$ cat config.mk
export PLATFORM = sky130hd
export DESIGN_NAME = lsu_stage
export DESIGN_NICKNAME = d
export VERILOG_FILES = /design/src/rtl/lsu_stage.sv
export SDC_FILE = /design/constraint.sdc
export NUM_CORES = 1
export LEC_CHECK = 0
export ABC_AREA = 1
export BUFFER_PORTS_ARGS = -buffer_cell sky130_fd_sc_hd__buf_2
export CAP_MARGIN = 30
export CORE_ASPECT_RATIO = 0.75
export CORE_MARGIN = 5
export CORE_UTILIZATION = 30
export CTS_BUF_LIST = sky130_fd_sc_hd__clkbuf_8 sky130_fd_sc_hd__clkbuf_16
export CTS_CLUSTER_DIAMETER = 60
export DETAILED_ROUTE_END_ITERATION = 8
export PLACE_DENSITY_LB_ADDON = 0.15
export SLEW_MARGIN = 0
export SYNTH_ARGS = -nofsm -noshare
export SYNTH_HDL_FRONTEND = slang
export SYNTH_SLANG_ARGS = --single-unit
$ cat constraint.sdc
create_clock -name clk -period 1.65 [get_ports clk]
set_input_delay 0.165 -clock clk [delete_from_list [all_inputs] [get_ports clk]]
set_output_delay 0.165 -clock clk [all_outputs]
set_load 0.1 [all_outputs]
$ cat src/rtl/lsu_stage.sv
// lsu_stage - load/store stage of the multi-cycle core.
//
// Accepts one instruction from execute (valid/ready), performs at most one
// data-bus access (load with byte/half extraction and extension, or store
// with byte strobes), then offers the writeback payload to writeback.
// Only one instruction is in flight at a time. Every handshake output is a
// registered function of the FSM state.
//
// Ports
//   clk, rst                 clock; synchronous active-high reset
//   in_valid / in_ready      execute-side handshake
//   in_inst_valid            payload is a real instruction (0 = bubble, dropped)
//   in_mem_en, in_mem_wen    memory access enable; 1 = store, 0 = load
//   in_funct3                RV32 load/store width/sign selector
//   in_addr, in_wdata        effective address and store data (rs2)
//   in_alu_result            result for non-load instructions
//   in_rd_addr, in_reg_wen   destination register and its write enable
//   in_pc_target             next PC, passed through untouched
//   mem_req_*                bus request: word-aligned address, write flag,
//                            lane-replicated write data, byte strobes
//   mem_resp_*               bus response: read data and error flag
//   out_valid / out_ready    writeback-side handshake
//   out_payload_valid        payload is a real instruction
//   out_rd_addr, out_wb_data, out_reg_wen, out_pc_target, out_err
//                            writeback payload; a bus error zeroes the data
//                            and suppresses the register write

module lsu_stage (
    input  logic        clk,
    input  logic        rst,
    input  logic        in_valid,
    output logic        in_ready,
    input  logic        in_inst_valid,
    input  logic        in_mem_en,
    input  logic        in_mem_wen,
    input  logic [2:0]  in_funct3,
    input  logic [31:0] in_addr,
    input  logic [31:0] in_wdata,
    input  logic [31:0] in_alu_result,
    input  logic [4:0]  in_rd_addr,
    input  logic        in_reg_wen,
    input  logic [31:0] in_pc_target,
    output logic        mem_req_valid,
    input  logic        mem_req_ready,
    output logic [31:0] mem_req_addr,
    output logic        mem_req_wen,
    output logic [31:0] mem_req_wdata,
    output logic [3:0]  mem_req_wstrb,
    input  logic        mem_resp_valid,
    input  logic [31:0] mem_resp_rdata,
    input  logic        mem_resp_err,
    output logic        out_valid,
    input  logic        out_ready,
    output logic        out_payload_valid,
    output logic [4:0]  out_rd_addr,
    output logic [31:0] out_wb_data,
    output logic        out_reg_wen,
    output logic [31:0] out_pc_target,
    output logic        out_err
);

    typedef enum logic [1:0] {
        S_IDLE = 2'd0,
        S_REQ  = 2'd1,
        S_WAIT = 2'd2,
        S_OUT  = 2'd3
    } state_t;

    state_t      state_r;
    state_t      state_s;

    logic        in_ready_r;
    logic        mem_req_valid_r;
    logic        out_valid_r;

    logic        mem_en_r;
    logic        mem_wen_r;
    logic [2:0]  funct3_r;
    logic [31:0] addr_r;
    logic [31:0] wdata_r;
    logic [31:0] alu_r;
    logic [4:0]  rd_r;
    logic        reg_wen_r;
    logic [31:0] pc_r;
    logic [31:0] rdata_r;
    logic        err_r;

    logic        accept_s;
    logic [31:0] wb_data_s;

    // Byte strobes for a store; funct3[1:0] encodes the width, 11 acts as a word.
    function automatic logic [3:0] store_strb(input logic [2:0] f3, input logic [1:0] off);
        logic [3:0] strb;
        case (f3[1:0])
            2'b00:   strb = 4'b0001 << off;
            2'b01:   strb = off[1] ? 4'b1100 : 4'b0011;
            default: strb = 4'b1111;
        endcase
        return strb;
    endfunction

    // Store data replicated into every lane so the strobes alone pick the bytes.
    function automatic logic [31:0] store_data(input logic [2:0] f3, input logic [31:0] wd);
        logic [31:0] data;
        case (f3[1:0])
            2'b00:   data = {4{wd[7:0]}};
            2'b01:   data = {2{wd[15:0]}};
            default: data = wd;
        endcase
        return data;
    endfunction

    // Lane extraction and extension of a load; unknown widths fall back to a word.
    function automatic logic [31:0] load_extend(input logic [2:0] f3, input logic [1:0] off,
                                                input logic [31:0] word);
        logic [7:0]  b;
        logic [15:0] h;
        logic [31:0] data;
        case (off)
            2'd0:    b = word[7:0];
            2'd1:    b = word[15:8];
            2'd2:    b = word[23:16];
            default: b = word[31:24];
        endcase
        h = off[1] ? word[31:16] : word[15:0];
        case (f3)
            3'b000:  data = {{24{b[7]}}, b};
            3'b001:  data = {{16{h[15]}}, h};
            3'b100:  data = {24'd0, b};
            3'b101:  data = {16'd0, h};
            default: data = word;
        endcase
        return data;
    endfunction

    assign accept_s = in_valid && in_ready_r;

    // Next-state logic of the control FSM.
    always_comb begin
        state_s = state_r;
        case (state_r)
            S_IDLE: begin
                if (accept_s && in_inst_valid) begin
                    state_s = in_mem_en ? S_REQ : S_OUT;
                end else begin
                    state_s = S_IDLE;
                end
            end
            S_REQ: begin
                if (mem_req_ready) begin
                    state_s = S_WAIT;
                end else begin
                    state_s = S_REQ;
                end
            end
            S_WAIT: begin
                if (mem_resp_valid) begin
                    state_s = S_OUT;
                end else begin
                    state_s = S_WAIT;
                end
            end
            S_OUT: begin
                if (out_ready) begin
                    state_s = S_IDLE;
                end else begin
                    state_s = S_OUT;
                end
            end
            default: state_s = S_IDLE;
        endcase
    end

    // State register plus handshake outputs registered from the next state.
    always_ff @(posedge clk) begin
        if (rst) begin
            state_r         <= S_IDLE;
            in_ready_r      <= 1'b1;
            mem_req_valid_r <= 1'b0;
            out_valid_r     <= 1'b0;
        end else begin
            state_r         <= state_s;
            in_ready_r      <= (state_s == S_IDLE);
            mem_req_valid_r <= (state_s == S_REQ);
            out_valid_r     <= (state_s == S_OUT);
        end
    end

    // Payload capture on accept; response data and error captured in S_WAIT only.
    always_ff @(posedge clk) begin
        if (rst) begin
            mem_en_r  <= 1'b0;
            mem_wen_r <= 1'b0;
            funct3_r  <= 3'd0;
            addr_r    <= 32'd0;
            wdata_r   <= 32'd0;
            alu_r     <= 32'd0;
            rd_r      <= 5'd0;
            reg_wen_r <= 1'b0;
            pc_r      <= 32'd0;
            rdata_r   <= 32'd0;
            err_r     <= 1'b0;
        end else if (accept_s) begin
            mem_en_r  <= in_mem_en;
            mem_wen_r <= in_mem_wen;
            funct3_r  <= in_funct3;
            addr_r    <= in_addr;
            wdata_r   <= in_wdata;
            alu_r     <= in_alu_result;
            rd_r      <= in_rd_addr;
            reg_wen_r <= in_reg_wen;
            pc_r      <= in_pc_target;
            rdata_r   <= 32'd0;
            err_r     <= 1'b0;
        end else if ((state_r == S_WAIT) && mem_resp_valid) begin
            rdata_r   <= mem_resp_rdata;
            err_r     <= mem_resp_err;
        end
    end

    // Writeback data: zero on error, extended read data for loads, ALU result otherwise.
    always_comb begin
        wb_data_s = alu_r;
        if (err_r) begin
            wb_data_s = 32'd0;
        end else if (mem_en_r && !mem_wen_r) begin
            wb_data_s = load_extend(funct3_r, addr_r[1:0], rdata_r);
        end else begin
            wb_data_s = alu_r;
        end
    end

    assign in_ready          = in_ready_r;
    assign mem_req_valid     = mem_req_valid_r;
    assign mem_req_addr      = {addr_r[31:2], 2'b00};
    assign mem_req_wen       = mem_wen_r;
    assign mem_req_wdata     = store_data(funct3_r, wdata_r);
    assign mem_req_wstrb     = mem_wen_r ? store_strb(funct3_r, addr_r[1:0]) : 4'b0000;
    assign out_valid         = out_valid_r;
    assign out_payload_valid = out_valid_r;
    assign out_rd_addr       = rd_r;
    assign out_wb_data       = wb_data_s;
    assign out_reg_wen       = reg_wen_r & ~err_r;
    assign out_pc_target     = pc_r;
    assign out_err           = err_r;

endmodule

After elaboration in Yosys (flattened, before gate mapping)
Cells that the tools add are included.

word-level totals
  register bits = 177
  input port bits = 179
  output and inout bits = 144

cells by class
  reduce and logical (&&, ||, !) cells = 11
  bitwise gates (word level) = 2
  equal/unequal tests = 11
  shifts and indexed selects = 1
  mux-type cells = 15

operator list
  kind                                                                   number
  32-bit one-hot mux with 4 select lines                                 1
  32-bit 2-to-1 mux                                                      2
  32-bit one-hot mux with 2 select lines                                 1
  8-bit one-hot mux with 3 select lines                                  1
  16-bit 2-to-1 mux                                                      1
  2-bit by 1-bit equality test with 1-bit output, second input constant  4
  2-bit equality test, second input constant                             4
  2-bit logical NOT                                                      4
  2-bit 2-to-1 mux                                                       4
  4-bit 2-to-1 mux                                                       2
  2-bit one-hot mux with 4 select lines                                  1
  4-bit one-hot mux with 2 select lines                                  1
  3-bit equality test, second input constant                             2
  1-bit logical AND                                                      4
  1-bit by 2-bit << shifter with 4-bit output, first input constant      1
  3-bit by 1-bit equality test with 1-bit output, second input constant  1
  3-bit logical NOT                                                      1
  2-bit OR reduction                                                     1
  1-bit bitwise AND                                                      1
  1-bit logical NOT                                                      1
  1-bit 2-to-1 mux                                                       1
  1-bit inverter                                                         1

Longest topological paths before layout
  depth in word-level cells = 5
  gate-level depth with buffers = 9
  gate-level depth less buffers = 8

Worst setup path before layout
OpenSTA, ideal clock, no wires.

  path kind = reg2out
  start point = register mem_wen_r (netlist: mem_req_wen)
  end point = output out_wb_data[10]
  cell stages (with the launch flop) = 5
  setup slack = -1.606 ns
  buffers on the path = 0
  arrival = 3.091 ns
  path through = dfxtp_1 nor2_2 inv_2 a31oi_1 a31oi_1

between the ends
  longest elaborated chain between the ends = 4

RTL lines
  element                 line  source
  from (decl)             77    logic mem_wen_r;
  from (signal assigned)  205   mem_wen_r <= in_mem_wen;
  1-bit logical NOT       226   end else if (mem_en_r && !mem_wen_r) begin
  1-bit logical AND       226
  32-bit 2-to-1 mux       226
  32-bit 2-to-1 mux       224   if (err_r) begin
  to (decl)               56    output logic [31:0] out_wb_data,

Every way passes these cells.

Worst setup path after layout
  start point = register addr_r[0]
  end point = output out_wb_data[21]

between the ends
  longest elaborated chain between the ends = 5
  elaborated cells on any way between the ends = 7
  classes of those cells = eq/ne (2); mux (4); reduce/logical (1)

RTL lines
  element                                      line  source
  from (decl)                                  79    logic [31:0] addr_r;
  from (signal assigned)                       207   addr_r <= in_addr;
  2-bit equality test (tied with other cells)  119   case (off)
  8-bit one-hot mux with 3 select lines *      119
  32-bit one-hot mux with 4 select lines *     126   case (f3)
  32-bit 2-to-1 mux *                          226
  32-bit 2-to-1 mux *                          224

Every way passes the cells marked *; elsewhere a longest branch is shown, timed or not.

==> qor.yml <==
setup_path:
  critical-path-slowest-cell: "dfxtp_4"
  crit_fanout: 6
  end_kind: "output pin"
  critical-path-max-stage-delay_ns: 0.37
  reg2reg_depth: 6
  worstSetupPathType: "flop to output pin"
  crit_top_cell: "nand3_4"
  startpoint_type: "flop"
  cp.required_ns: 1.48
  arrival_ns: 1.91
  cp_cell_sequence: "buf_6, o21ai_4, nand3_2, nand3_4, nand3_4, clkbuf_16, nand2_2, a21oi_4, buf_12"
cts:
  cts_made_buffers: 17
  cts_buffer_depth: 2
  clk_latency_ns: 0.44
  cts_num_sinks: 177
  cts_root_buffer: "clkbuf_16"
  clk_pin_slew_ns: 0.07
  htreeDepth: 4
  cts_tree: "built"
min_path:
  holdCritPathClass: "input port to flop"
  hold_path_depth: 3
logic_synthesis:
  synth_ff_type: "dfxtp_1"
  yosys_warnings: 0
  synthArstFlopShare: 0
  yosysSeqAreaShare: 0.454
  synth-edff-count: 0
  syn_inst: 1093
  synth_area_um2: 7810
  synth.avg_cell_area_um2: 7.14
  synthDistinctLibCells: 30
  ys_seq_elements: 177
detailed_routing:
  wl_per_cell_um: 16.4
  drtAntennaViolNets: 0
  vias: 8668
  vias_per_cell: 4.61
  drt_iter0_drc: 454
  drc: 0
  firstDrtPassIters: 6
  routed_wl_mm: 30.8
global_routing:
  use_met1: 0.282
  grt_remaining_overflow: 0
  grt_pass1_wl_mm: 47.7
  grt_max_degree: 125
  met2_usage: 0.315
  antenna_found_initial: 0
  grt.total_usage: 0.204
  use_met3: 0.0619
  grt_pass1_vias: 8490
  top_usage_layer: "met2"
power:
  power.leakage_nw: 5.94
  peakVddDrop_mv: 0.690
  power.total_mw: 18.0
  power_density_nw_per_um2: 1310
finish:
  final_cell_mix: "nor2_1, buf_2, o21ai_0, dfxtp_1, dlygate4sd3_1"
  n_antenna_cell: 0
  area_growth_pct: 76.8
  drive_gt1_frac: 0.374
  post-route-util: 0.535
  fin_cells: 1880
  finalNetCount: 1702
  final_common_cell: "nor2_1"
timing:
  hold_viol: 0
  worst_pin_slew_ns: 0.586
  worst_slack_ns: -0.429
  holdWs_ns: 0.0241
  setup_viol: 53
  max_freq_mhz: 481
  fin_worst_skew_ns: 0.0123
  period_share: 1.26
  slew_headroom: 0.609
  rsz0062_at_grt: "yes"
  layout_min_cycle_time_ns: 2.08
  finalMaxSlewViolations: 0
placement:
  routabilityCongestion: 0.833
  dp_hpwl_mm: 21.7
  port_buffers: 320
  preCtsSetupSlack_ns: -0.115
  dp_cells: 1693
die:
  dieArea_um2: 29400
  io_pins: 323
  placeableCoreArea_um2: 25800
  die-height_um: 150
  die_w_um: 196
  start_util: 0.303
  rows: 51
run_status:
  outcome: "complete, but fails checks"
  violations: "negative setup slack"
run:
  cap_violations: 0
## cells by family after synthesis
logic type             Yosys count  share of synthesized area
AOI/OAI and AO/OA              319                      0.217
DFF                            177                      0.454
and+or+nand+nor                426                      0.219
other                            1                   0.000480
buffers and inverters          170                      0.109
## per-stage QoR
step,instance area (um2),TNS (ns)
floorplan,8370,-11.93
global placement,11200,-1.11
detailed placement,11200,-1.68
CTS,13500,-15.77
global route,13800,-20.39
finish,13800,-15.79
## worst max-delay path, delay by kind of cell, from the launching register on
| family | cells | cell delay (ns) |
|---|---|---|
| compound gates | 2 | 0.20 |
| flops | 1 | 0.37 |
| simple gates | 4 | 0.42 |
| buf+inv | 3 | 0.50 |
## synth_stat cells, types with 3 or more instances
| library cell | number | area [um2] |
|---|---|---|
| clkbuf_1 | 56 | 210 |
| dfxtp_1 | 177 | 3540 |
| a31oi_1 | 17 | 106 |
| o211ai_1 | 13 | 97.6 |
| inv_1 | 45 | 169 |
| nand3_1 | 15 | 75.1 |
| a21oi_2 | 10 | 87.6 |
| nand2_1 | 122 | 458 |
| buf_1 | 3 | 11.3 |
| o21ai_1 | 4 | 20.0 |
| a211oi_1 | 3 | 22.5 |
| nand2_2 | 11 | 68.8 |
| nor2_1 | 268 | 1010 |
| inv_2 | 5 | 18.8 |
| buf_6 | 3 | 33.8 |
| buf_2 | 12 | 60.1 |
| buf_4 | 42 | 315 |
| o21ai_0 | 209 | 1050 |
| a21oi_1 | 63 | 315 |
## flip-flops by register name (all words and copies together), names as in the netlist, 2 cells and up
register       flops
out_rd_addr        5
addr_r            32
state_r            2
funct3_r           3
alu_r             32
rdata_r           32
wdata_r           32
out_pc_target     32
## per-layer routing
layer  up-vias  wire length [um]
met2       269             13800
met1      3977             14300
met4         0               441
met5         -                 0
met3        27              2270
li1       4395                 -
## repair_timing
item / in CTS / in global routing
cloned: 1 / 3
hold buffers: 131 / 0
endpoints found under the hold margin: 132 / 0
pin swaps: 18 / 23
buffers inserted: 14 / 9
gates resized for setup: 104 / 50
endpoints found under the setup margin: 61 / 60
## power breakdown
part / leakage, nW / internal [mW] / switching [mW]
logic: 4.19 / 2.80 / 6.18
registers: 1.46 / 4.73 / 0.291
clock network: 0.284 / 2.15 / 1.86
## final cells by class
type                       instances  area, um2
clock buffer                      18        439
clock inverter                    14        129
fill                            2379      12000
inverter                          53        229
multi-input combinational        747       4270
sequential                       177       3560
tap                              344        430
timing repair buffer             527       4740
## worst paths after layout
path                           from                  endpoint  slack [ns]
max          addr_r[0]$_SDFFE_PP0P_           out_wb_data[21]       -0.43
min                    in_wdata[11]  wdata_r[11]$_SDFFE_PP0P_        0.02
max reg2reg   state_r[0]$_SDFF_PP0_   rdata_r[7]$_SDFFE_PP0P_        0.23
min reg2reg   alu_r[9]$_SDFFE_PP0P_     alu_r[9]$_SDFFE_PP0P_        0.48
No activity file was read; power rests on OpenSTA's default activity.
